==> src/rtl/ir_prefetch_queue.sv <==
// ir_prefetch_queue: circular instruction prefetch queue between fetch and decode, with flush and sticky error flags.
// Optional IR_BYPASS_EN: an empty queue shows a word being loaded on ir_out in the same cycle.
module ir_prefetch_queue #(
    parameter int WIDTH = 8,
    parameter int DEPTH = 4,
    parameter int OPC_W = 4
) (
    input  logic                     clk,
    input  logic                     reset,
    input  logic                     load_ir,
    input  logic [WIDTH-1:0]         data_on_ir,
    input  logic                     take_ir,
    input  logic                     flush,
    output logic [WIDTH-1:0]         ir_out,
    output logic [OPC_W-1:0]         ir_opcode,
    output logic [WIDTH-OPC_W-1:0]   ir_operand,
    output logic                     ir_valid,
    output logic                     ir_full,
    output logic [$clog2(DEPTH):0]   ir_count,
    output logic                     ir_ovf,
    output logic                     ir_udf
);
    localparam int AW = $clog2(DEPTH);
    localparam int CW = AW + 1;
    localparam logic [CW-1:0] FULL_CNT = CW'(DEPTH);

    logic [WIDTH-1:0] mem_q [DEPTH];
    logic [AW-1:0]    rd_q, rd_d, wr_q, wr_d;
    logic [CW-1:0]    cnt_q, cnt_d;
    logic             ovf_q, ovf_d, udf_q, udf_d;
    logic             empty, full, byp, push_ok, pop_ok;

    assign empty = cnt_q == '0;
    assign full  = cnt_q == FULL_CNT;
`ifdef IR_BYPASS_EN
    assign byp = empty & load_ir & ~flush;
`else
    assign byp = 1'b0;
`endif
    // A bypassed word that decode takes immediately is never written into the queue.
    assign push_ok = load_ir & ~flush & (~full | take_ir) & ~(byp & take_ir);
    assign pop_ok  = take_ir & ~flush & ~empty;

    assign ir_out     = byp ? data_on_ir : (empty ? '0 : mem_q[rd_q]);
    assign ir_opcode  = ir_out[WIDTH-1 -: OPC_W];
    assign ir_operand = ir_out[WIDTH-OPC_W-1:0];
    assign ir_valid   = ~empty | byp;
    assign ir_full    = full;
    assign ir_count   = cnt_q;
    assign ir_ovf     = ovf_q;
    assign ir_udf     = udf_q;

    // Next-state: flush clears pointers and occupancy but leaves sticky flags alone.
    always_comb begin
        rd_d  = flush ? '0 : rd_q + AW'(pop_ok);
        wr_d  = flush ? '0 : wr_q + AW'(push_ok);
        cnt_d = flush ? '0 : cnt_q + CW'(push_ok) - CW'(pop_ok);
        ovf_d = ovf_q | (load_ir & ~flush & full & ~take_ir);
        udf_d = udf_q | (take_ir & ~flush & empty & ~byp);
    end

    // Control state with asynchronous reset.
    always_ff @(posedge clk or posedge reset) begin
        if (reset) begin
            rd_q  <= '0;
            wr_q  <= '0;
            cnt_q <= '0;
            ovf_q <= 1'b0;
            udf_q <= 1'b0;
        end else begin
            rd_q  <= rd_d;
            wr_q  <= wr_d;
            cnt_q <= cnt_d;
            ovf_q <= ovf_d;
            udf_q <= udf_d;
        end
    end

    // Storage needs no reset; occupancy decides what is visible.
    always_ff @(posedge clk) begin
        if (push_ok) mem_q[wr_q] <= data_on_ir;
    end
endmodule

==> config.mk <==
export PLATFORM = sky130hd
export DESIGN_NAME = ir_prefetch_queue
export DESIGN_NICKNAME = d
export VERILOG_FILES = /design/src/rtl/ir_prefetch_queue.sv
export SDC_FILE = /design/constraint.sdc
export NUM_CORES = 1
export LEC_CHECK = 0
export ABC_CLOCK_PERIOD_IN_PS = 5600
export CORE_ASPECT_RATIO = 1.75
export CORE_MARGIN = 2
export CORE_UTILIZATION = 45
export CTS_BUF_LIST = sky130_fd_sc_hd__clkbuf_16
export DETAILED_ROUTE_END_ITERATION = 7
export PLACE_DENSITY_LB_ADDON = 0.25
export SLEW_MARGIN = 0
export SYNTH_ARGS = -nofsm -noshare
export SYNTH_HDL_FRONTEND = slang
export SYNTH_SLANG_ARGS = --single-unit
==> constraint.sdc <==
create_clock -name clk -period 5.6 [get_ports clk]
set_input_delay 1.12 -clock clk [delete_from_list [all_inputs] [get_ports clk]]
set_output_delay 1.12 -clock clk [all_outputs]
set_load 0.01 [all_outputs]
Yosys cells after proc, flatten, opt, wreduce, memory -nomap -nowiden

Memories as Yosys holds them, arrays and structs flattened.
Cells that the tools add are included.
W data, S select, Z words.

Order comparisons: 0
Equality and inequality tests: 1
Shift-type cells: 0
$add $sub $neg: 4
Div/mod/pow operators: 0
Reductions and logical operators: 1
Multiply operators: 0
Bitwise gates (word level): 14
Muxes and demuxes: 6

Operators with widths:

| cell                 | number |
|---|---|
| $mux W8              | 1 |
| $and A1 B1 Y1        | 7 |
| $add A2 B1 Y2        | 2 |
| $mux W2              | 2 |
| $not A1 Y1           | 4 |
| $add A3 B1 Y3        | 1 |
| $eq A3 B3 Y1 const B | 1 |
| $logic_not A3 Y1     | 1 |
| $mux W3              | 1 |
| $or A1 B1 Y1         | 3 |
| $sub A3 B1 Y3        | 1 |
| $mux W1              | 2 |

Input bits: 13
Output and inout bits: 23
RAM bits: 32
Register bits: 9
Logic and storage cells: 32
Memory bits (read-only): 0
Memories: 1
Bits in latches: 0

Memory list:

| memory | words | bits a word | rd ports | clocked after memory_dff | write ports | RTL line | source |
|---|---|---|---|---|---|---|---|
| mem_q  | 4     | 8           | 1        | 0                        | 1           | 27       | `logic [WIDTH-1:0] mem_q [DEPTH];` |

Depth between registers and ports, before layout

Gate-level depths: netlist (run 1).

Word-level depth: 7
Gate-level depth with buffers: 10
Mapped depth without buffers: 10

Worst setup path before layout (run 1)

OpenSTA, ideal clock, no wires.

Kind: input to register
Start point: in flush
End point: reg cnt_q[2], in the netlist ir_count[2]
Buffers on the path: 1
Required time: 5471 ps
Cell stages on the path: 10
Library setup time: 129 ps
Setup slack: 2633 ps
Arrival time: 2838 ps
Cell sequence: clkbuf_1 nand2b_1 or2_2 ha_1 inv_1 ha_1 inv_1 fa_1 xnor3_1 nor2_1

Cells in the longest elaborated chain, start to end: 6
Elaborated cells between the ends (all ways): 8
Those cells by class: add/sub (2); mux (1); bitwise (5)

Ends and longest elaborated chain:

| item                        | RTL line | source |
|---|---|---|
| start, declared             | 13       | `input logic flush,` |
| $not A1 Y1                  | 41, 42   |  |
| $and A1 B1 Y1 (2 in series) | 41       | `assign push_ok = load_ir & ~flush & (~full \| take_ir) & ~(byp & take_ir);` |
| $add A3 B1 Y3               | 57       | `cnt_d = flush ? '0 : cnt_q + CW'(push_ok) - CW'(pop_ok);` |
| $sub A3 B1 Y3               | 57       |  |
| $mux W3 *                   | 57       |  |
| via cnt_d[2]                | 29       | `logic [CW-1:0] cnt_q, cnt_d;` |
| end signal, assigned        | 73       | `cnt_q <= cnt_d;` |
| end, declared               | 29       |  |

The timed path passes the listed nets; every way through them passes the cells marked *.

Worst setup path in the final report (run 1)

Start point: reg rd_q[0]
End point: out ir_operand[3]

Cells in the longest elaborated chain, start to end: 2

Ends and longest elaborated chain:

| item                   | RTL line | source |
|---|---|---|
| start, declared        | 28       | `logic [AW-1:0] rd_q, rd_d, wr_q, wr_d;` |
| start signal, assigned | 71       | `rd_q <= rd_d;` |
| $mem_v2 Z4 W8          | -        |  |
| $mux W8                | 44       | `assign ir_out = byp ? data_on_ir : (empty ? '0 : mem_q[rd_q]);` |
| end, declared          | 16       | `output logic [WIDTH-OPC_W-1:0] ir_operand,` |

Every way passes these cells.

==> results.sh, run 1 <==
export IMPL_fin_ws_ps=2270
export IMPL_finalSetupViolations=0
export IMPL_grt_pass1_vias=975
export IMPL_die_y_um=86.9
export IMPL_drc=0
export IMPL_die_x_um=51.4
export IMPL_cp_top_family="flip-flops"
export IMPL_r2r_cells=10
export IMPL_clock_latency_ps=280
export IMPL_grt_pass1_wl_mm=4.84
export IMPL_drive_above_1_share_pct=16.9
export IMPL_numCtsBuffers=5
export IMPL_r2r_start="ir_count[1]"
export IMPL_dpl_worst_slack_ps=2040
export IMPL_ant_nets=0
export IMPL_worstMarginPinSlew_ps=1070
export IMPL_cts_max_level=2
export IMPL_cts_tree="yes"
export IMPL_ys_warn_count=0
export IMPL_clockBufferDepth=2
export IMPL_clock_root_buffer="clkbuf_16"
export IMPL_power_density_nw_per_um2=426
export IMPL_drt_iter0_markers=25
export IMPL_cp_cell_sequence="mux4_2 > and2_1 > clkdlybuf4s50_1"
export IMPL_min_delay_start="ir_udf"
export IMPL_syn_avg_cell_area_um2=17.3
export IMPL_diodes=0
export IMPL_regArea_um2=1190
export IMPL_finalWeightedCongestion=0.708
export IMPL_syn_nets=120
export IMPL_netlist_top_cells_area="edfxtp_1 54%, dfrtp_1 13%, mux4_2 10%"
export IMPL_ir_drop_mv=0.548
export IMPL_hold_path_end="ir_udf"
export IMPL_postLayoutCoreUtil_pct=59.9
export IMPL_fin_crit_sh_pct=59.4
export IMPL_core_area_um2=3830
export IMPL_cts_resized=0
export IMPL_rr_endpoint="ir_count[2]"
export IMPL_slowest_delay_ps=700
export IMPL_fin_setup_tns_ps=0
export IMPL_crit_required_ps=4480
export IMPL_vias=962
export IMPL_final_cell_mix="35 x clkdlybuf4s50_1, 32 x edfxtp_1, 9 x dfrtp_1"
export IMPL_antenna_found_initial=0
export IMPL_netlist_area_um2=1770
export IMPL_r2r_setup_slack_ps=3050
export IMPL_p_int_mw=0.728
export IMPL_portBuffers=35
export IMPL_combPwrFrac_pct=28.6
export IMPL_p_switching_mw=0.248
export IMPL_grt_overflow_total=0
export IMPL_ys_types=25
export IMPL_grt_setup_unrepaired="false"
export IMPL_hold_path_cell_count=1
export IMPL_wire_per_inst_um=16.9
export IMPL_design_die_area_um2=4470
export IMPL_clkTransAtPathRegs_ps=50
export IMPL_cp_max_fo=9
export IMPL_grt_usage_pct=15.6
export IMPL_synth_top_cell_by_area="edfxtp_1"
export IMPL_critPathArrivalTime_ps=2210
export IMPL_slowest_stage="dfrtp_1"
export IMPL_cp_num_buf_inv=1
export IMPL_final_common_cell="clkdlybuf4s50_1"
export IMPL_ys_seq_elements=41
export IMPL_fmax_mhz=301
export IMPL_fin_nets=153
export IMPL_cp_end_kind="primary output"
export IMPL_power_frac_clock_pct=32.8
export IMPL_max_slew_margin_pct=28.2
export IMPL_outcome="completed"
export IMPL_postCtsHoldBufs=0
export IMPL_min_path_type="reg2reg"
export IMPL_initial_utilization_pct=46.2
export IMPL_layout_min_cycle_time_ps=3330
export IMPL_rows=30
export IMPL_viasPerCell=5.23
export IMPL_post_cts_buffers=0
export IMPL_grt_max_degree=14
export IMPL_synth_seq_area_share_pct=67.1
export IMPL_skew_ps=6.37
export IMPL_final_fill_count=308
export IMPL_synth_top_area_share_pct=54.4
export IMPL_swShare_pct=25.4
export IMPL_areaGrowthSynthToFinish_pct=29.7
export IMPL_seqPwrFrac_pct=38.7
export IMPL_dr_pass1_iters=2
export IMPL_worstSetupPathType="reg2out"
export IMPL_num_io_pins=36
export IMPL_worstSetupStartpointType="flip-flop"
export IMPL_cts_sinks=41
export IMPL_multi_input_area_um2=495
export IMPL_synth_cells=102
export IMPL_slew_viol_final=0
export IMPL_p_leak_nw=0.817
export IMPL_wirelength_mm=3.11
export IMPL_maxCapViolCount=0
export IMPL_hold_viol_final=0
==> through the flow <==
stage | cells | cell area [um^2] | total power, mW | hold slack [ps]
finish | 184 | 2290 | 0.976 | 483
global placement | 176 | 2130 | 0.659 | 456
CTS | 184 | 2290 | 0.989 | 481
global route | 184 | 2290 | 1.02 | 490
floorplan | 102 | 1770 | 0.540 | 512
detailed placement | 176 | 2130 | 0.669 | 463
==> cells in the mapped netlist <==
cell / number
a31o_2: 2
and2_1: 8
and3_1: 1
buf_2: 1
buf_4: 8
buf_6: 1
clkbuf_1: 1
dfrtp_1: 9
edfxtp_1: 32
fa_1: 1
ha_1: 4
inv_1: 5
mux4_2: 8
nand2_1: 1
nand2b_1: 1
nor2_1: 5
nor2b_1: 3
nor3_1: 2
nor3b_1: 1
nor4_1: 1
nor4b_1: 2
nor4b_4: 1
or2_2: 1
xnor2_1: 2
xnor3_1: 1
==> metal layers <==
| metal | global-route usage (%) | vias to the layer above | share of wire [%] |
|---|---|---|---|
| li1 | - | 440 | - |
| met1 | 17.1 | 489 | 40 |
| met2 | 27.5 | 28 | 54 |
| met3 | 3.78 | 5 | 4.1 |
| met4 | 7.42 | 0 | 1.4 |
| met5 | 0 | - | 0 |
==> cells by family after synthesis <==
| group | after synthesis | share of synthesized area (%) |
|---|---|---|
| buffers and inverters | 16 | 5.59 |
| flip-flops | 41 | 67.1 |
| XOR/XNOR | 3 | 2.26 |
| multiplexers | 8 | 10.2 |
| adder cells (fa/ha/maj) | 5 | 3.96 |
| AND/OR/NAND/NOR | 27 | 9.91 |
| AO/OA/AOI/OAI | 2 | 0.991 |
==> flip-flops by register name (all words and copies together), names as in the netlist <==
register	count
rd_q	2
ir_udf	1
ir_ovf	1
ir_count	3
mem_q	32
wr_q	2
==> worst max-delay path by stage <==
stage,from,endpoint,cells past startpoint
finish,rd_q[0],ir_operand[3],3
floorplan,flush,ir_count[2],10
CTS,rd_q[0],ir_out[5],3
detailed placement,flush,ir_count[2],10
global placement,flush,ir_count[2],10
global route,rd_q[0],ir_opcode[3],3
==> layout make-up <==
type / instances / area share (%)
Tap cell: 48 / 2.62
Clock inverter: 3 / 1.80
Sequential cell: 41 / 51.7
Timing Repair Buffer: 37 / 15.9
Inverter: 5 / 0.819
Multi-Input combinational cell: 45 / 21.6
Clock buffer: 5 / 5.46
==> power groups by stage <==
stage,clock network (mW),registers (mW),logic (mW)
detailed placement,0,0.385,0.285
finish,0.320,0.378,0.279
floorplan,0,0.377,0.163
global placement,0,0.381,0.277
global route,0.336,0.382,0.303
CTS,0.325,0.379,0.285
(Power assumes the default switching activity.)
==> inputs of run 2 (changes only) <==
--- a/config.mk
+++ b/config.mk
@@ -5,7 +5,7 @@
 export SDC_FILE = /design/constraint.sdc
 export NUM_CORES = 1
 export LEC_CHECK = 0
-export ABC_CLOCK_PERIOD_IN_PS = 5600
+export ABC_CLOCK_PERIOD_IN_PS = 3200
 export CORE_ASPECT_RATIO = 1.75
 export CORE_MARGIN = 2
 export CORE_UTILIZATION = 45
==> constraint.sdc (replaced) <==
create_clock -name clk -period 3.2 [get_ports clk]
set_input_delay 0.64 -clock clk [delete_from_list [all_inputs] [get_ports clk]]
set_output_delay 0.64 -clock clk [all_outputs]
set_load 0.01 [all_outputs]
==> results.sh, run 2 (synthesis gave the netlist of run 1 again) <==
export IMPL_r2r_start="ir_count[1]"
export IMPL_numCtsBuffers=5
export IMPL_min_path_type="reg2reg"
export IMPL_core_area_um2=3830
export IMPL_cp_cell_sequence="mux4_2 > and2_1 > clkdlybuf4s50_1"
export IMPL_die_x_um=51.4
export IMPL_final_fill_count=294
export IMPL_worstSetupStartpointType="flip-flop"
export IMPL_num_io_pins=36
export IMPL_dp_cells=180
export IMPL_wirelength_mm=3.09
export IMPL_slowest_delay_ps=700
export IMPL_whs_ps=484
export IMPL_worstSetupPathType="reg2out"
export IMPL_finalSetupViolations=0
export IMPL_fin_nets=157
export IMPL_vias=995
export IMPL_cts_resized=0
export IMPL_final_common_cell="clkdlybuf4s50_1"
export IMPL_grt_setup_unrepaired="false"
export IMPL_crit_required_ps=2560
export IMPL_cts_max_level=2
export IMPL_skew_ps=5.76
export IMPL_die_y_um=86.9
export IMPL_postLayoutCoreUtil_pct=61.3
export IMPL_viasPerCell=5.29
export IMPL_layout_min_cycle_time_ps=2850
export IMPL_grt_overflow_total=0
export IMPL_dr_pass1_iters=4
export IMPL_outcome="completed"
export IMPL_rows=30
export IMPL_clock_root_buffer="clkbuf_16"
export IMPL_clkTransAtPathRegs_ps=60
export IMPL_cp_max_fo=9
export IMPL_largest_register_ffs=32
export IMPL_p_leak_nw=0.854
export IMPL_diodes=0
export IMPL_clockBufferDepth=2
export IMPL_wire_per_inst_um=16.5
export IMPL_cp_top_family="flip-flops"
export IMPL_drive_above_1_share_pct=20.0
export IMPL_top_register="mem_q"
export IMPL_cts_sinks=41
export IMPL_power_density_nw_per_um2=765
export IMPL_ant_nets=0
export IMPL_slew_viol_final=0
export IMPL_fin_setup_tns_ps=0
export IMPL_maxCapViolCount=0
export IMPL_slowest_stage="dfrtp_1"
export IMPL_critPathArrivalTime_ps=2210
export IMPL_drc=0
export IMPL_max_slew_margin_pct=62.3
export IMPL_clock_latency_ps=280
export IMPL_fin_crit_sh_pct=89.0
export IMPL_grt_pass1_wl_mm=4.98
export IMPL_final_cell_mix="35 x clkdlybuf4s50_1, 32 x edfxtp_1, 9 x dfrtp_1"
export IMPL_grt_max_degree=14
export IMPL_areaGrowthSynthToFinish_pct=32.7
export IMPL_drt_iter0_markers=43
export IMPL_cp_num_buf_inv=1
export IMPL_postCtsHoldBufs=0
export IMPL_fmax_mhz=351
export IMPL_grt_usage_pct=16.0
export IMPL_min_delay_start="ir_ovf"
export IMPL_grt_pass1_vias=1065
export IMPL_antenna_found_initial=0
export IMPL_post_cts_buffers=0
export IMPL_portBuffers=35
export IMPL_hold_viol_final=0
export IMPL_cp_end_kind="primary output"
export IMPL_initial_utilization_pct=46.2
export IMPL_finalNonFillerCells=188
export IMPL_cp_startpoint="rd_q[0]"
export IMPL_hpwl_mm=2.23
export IMPL_finalWeightedCongestion=0.673
export IMPL_design_die_area_um2=4470
export IMPL_worstMarginPinSlew_ps=566
export IMPL_ir_drop_mv=0.505
export IMPL_cts_tree="yes"
[run 2: changes by cell type in the layout (fill, tap and decap cells not counted)]
cell / change
buf_4: +4
clkinvlp_4: -1
bufinv_16: +1
clkinv_2: +1
clkinv_1: -1
[run 2: final timing paths]
kind / endpoint / slack (ps) / cells past startpoint
setup / recovery: ir_out[5] / 350 / 3
hold / removal: ir_ovf / 480 / 1
setup reg to reg: ir_count[2] / 700 / 10
hold reg to reg: ir_ovf / 480 / 1
max in group asynchronous: ir_ovf / 2290 / 2
min in group asynchronous: rd_q[0] / 640 / 2
[run 2: layout make-up]
class / instances / area (um^2) / area share (%)
Clock buffer: 5 / 125 / 5.33
Tap cell: 48 / 60.1 / 2.56
Inverter: 5 / 18.8 / 0.800
Timing Repair Buffer: 41 / 395 / 16.9
Clock inverter: 3 / 65.1 / 2.77
Sequential cell: 41 / 1190 / 50.6
Multi-Input combinational cell: 45 / 495 / 21.1
[run 2: layer usage]
metal	track usage (%)	vias to the layer above	share of wire, %
li1	-	448	-
met1	16.2	502	34
met2	27.5	36	57
met3	4.64	9	5.7
met4	10.8	0	3.2
met5	0	-	0
[run 2: report_power, final]
part           total (mW)  leakage [nW]  internal (mW)  switching (mW)
logic               0.495         0.355          0.303           0.192
clock network       0.641        0.0938          0.445           0.196
registers           0.659         0.406          0.612          0.0468
[run 2: metrics by stage]
stage          total power [mW]  setup WS, ps  instance area, um^2
6_report                   1.79           353                 2350
4_1_cts                    1.82           293                 2350
2_1_floorplan             0.944           713                 1770
3_3_place_gp               1.16           397                 2160
3_5_place_dp               1.17           300                 2160
5_1_grt                    1.88           214                 2350
[run 2: worst reg2reg max path, delay by kind of cell, from the launching register on]
kind | cells | cell delay, ps
xor+xnor | 1 | 210
fa+ha+maj | 3 | 790
buf+inv | 3 | 320
flops | 1 | 480
simple gates | 3 | 590
==> inputs of run 3 (changes only) <==
--- a/config.mk
+++ b/config.mk
@@ -5,10 +5,9 @@
 export SDC_FILE = /design/constraint.sdc
 export NUM_CORES = 1
 export LEC_CHECK = 0
-export ABC_CLOCK_PERIOD_IN_PS = 3200
 export CORE_ASPECT_RATIO = 1.75
 export CORE_MARGIN = 2
-export CORE_UTILIZATION = 45
+export CORE_UTILIZATION = 50
 export CTS_BUF_LIST = sky130_fd_sc_hd__clkbuf_16
 export DETAILED_ROUTE_END_ITERATION = 7
 export PLACE_DENSITY_LB_ADDON = 0.25
==> results.sh, run 3 (synthesis gave the netlist of run 1 again) <==
export IMPL_outcome="completed"
export IMPL_slowest_delay_ps=680
export IMPL_grt_pass1_wl_mm=4.73
export IMPL_cts_max_level=2
export IMPL_finalSetupViolations=0
export IMPL_worstMarginPinSlew_ps=543
export IMPL_portBuffers=35
export IMPL_cts_resized=0
export IMPL_final_cell_mix="35 x clkdlybuf4s50_1, 32 x edfxtp_1, 9 x dfrtp_1"
export IMPL_postCtsHoldBufs=0
export IMPL_areaGrowthSynthToFinish_pct=29.9
export IMPL_p_switching_mw=0.418
export IMPL_worstSetupPathType="reg2out"
export IMPL_cts_tree="yes"
export IMPL_swShare_pct=24.7
export IMPL_finalPower_mw=1.69
export IMPL_seqPwrFrac_pct=38.9
export IMPL_die_y_um=82.7
export IMPL_dr_pass1_iters=4
export IMPL_drc=0
export IMPL_cp_cell_sequence="mux4_2 > and2_1 > clkdlybuf4s50_1"
export IMPL_num_io_pins=36
export IMPL_largest_register_ffs=32
export IMPL_worstSetupStartpointType="flip-flop"
export IMPL_ir_drop_mv=0.485
export IMPL_power_density_nw_per_um2=737
export IMPL_cp_end_kind="primary output"
export IMPL_combPwrFrac_pct=28.8
export IMPL_skew_ps=5.22
export IMPL_clock_root_buffer="clkbuf_16"
export IMPL_fin_nets=156
export IMPL_antenna_found_initial=0
export IMPL_crit_required_ps=2560
export IMPL_postLayoutCoreUtil_pct=67.6
export IMPL_wirelength_mm=2.92
export IMPL_ant_nets=0
export IMPL_grt_max_degree=14
export IMPL_cts_sinks=41
export IMPL_cp_max_fo=9
export IMPL_core_area_um2=3400
export IMPL_maxCapViolCount=0
export IMPL_hpwl_mm=2.18
export IMPL_final_fill_count=252
export IMPL_vias=973
export IMPL_post_cts_buffers=0
export IMPL_clockBufferDepth=2
export IMPL_fmax_mhz=354
export IMPL_drt_iter0_markers=33
export IMPL_drive_above_1_share_pct=17.3
export IMPL_p_leak_nw=0.839
export IMPL_final_common_cell="clkdlybuf4s50_1"
export IMPL_finalWeightedCongestion=0.715
export IMPL_clock_latency_ps=280
export IMPL_p_int_mw=1.27
export IMPL_numCtsBuffers=5
export IMPL_grt_pass1_vias=1024
export IMPL_grt_usage_pct=16.5
export IMPL_die_x_um=49.0
export IMPL_slowest_stage="dfrtp_1"
export IMPL_critPathArrivalTime_ps=2190
export IMPL_diodes=0
export IMPL_design_die_area_um2=4050
export IMPL_grt_setup_unrepaired="false"
export IMPL_slew_viol_final=0
export IMPL_grt_overflow_total=0
export IMPL_layout_min_cycle_time_ps=2830
export IMPL_viasPerCell=5.29
export IMPL_min_path_type="reg2reg"
export IMPL_top_register="mem_q"
export IMPL_rows=28
export IMPL_max_slew_margin_pct=63.8
export IMPL_power_frac_clock_pct=32.3
export IMPL_fin_setup_tns_ps=0
export IMPL_initial_utilization_pct=52.0
export IMPL_wire_per_inst_um=15.9
export IMPL_clkTransAtPathRegs_ps=50
export IMPL_hold_viol_final=0
export IMPL_fin_crit_sh_pct=88.4
-- run 3: path summary, 6_finish.rpt --
| path | startpoint | end | slack (ps) | cells after the start |
|---|---|---|---|---|
| setup / recovery | rd_q[0] | ir_out[5] | 370 | 3 |
| hold / removal | ir_udf | ir_udf | 470 | 1 |
| setup reg to reg | ir_count[1] | ir_count[2] | 720 | 10 |
| hold reg to reg | ir_udf | ir_udf | 470 | 1 |
| max in group asynchronous | reset | rd_q[0] | 2290 | 2 |
| min in group asynchronous | reset | ir_count[1] | 640 | 2 |
-- run 3: final cells by class --
cell class / instances / area (um^2) / share of cell area (%)
tap: 45 / 56.3 / 2.45
timing repair buffer: 40 / 388 / 16.9
multi-input combinational: 45 / 483 / 21.0
sequential: 41 / 1190 / 51.7
clock buffer: 5 / 125 / 5.45
clock inverter: 3 / 38.8 / 1.69
inverter: 5 / 18.8 / 0.817
-- run 3: layer usage --
metal / share of wire (%) / vias to the layer above / track usage (%)
met3: 5.2 / 2 / 5.40
met4: 0.79 / 0 / 7.71
met1: 36 / 496 / 16.5
met5: 0 / - / 0
met2: 57 / 33 / 30.7
li1: - / 442 / -
-- run 3: stage by stage --
stage / setup WS (ps) / area (um^2) / std cells / hold slack, ps
floorplan: 713 / 1770 / 102 / 468
global placement: 393 / 2130 / 176 / 457
detailed placement: 309 / 2130 / 176 / 458
CTS: 317 / 2300 / 184 / 476
global route: 232 / 2300 / 184 / 494
finish: 371 / 2300 / 184 / 473
-- run 3: power groups by stage --
stage               logic, mW  registers [mW]  clock network [mW]
floorplan               0.285           0.659                   0
global placement        0.483           0.669                   0
detailed placement      0.498           0.671                   0
CTS                     0.499           0.661               0.561
global route            0.528           0.667               0.581
finish                  0.488           0.658               0.546
-- run 3: critical path, delay by kind of cell (launching register included) --
family / cells / cell delay, ps
and+or+nand+nor: 1 / 180
DFF: 1 / 680
muxes: 1 / 560
buffers and inverters: 1 / 490
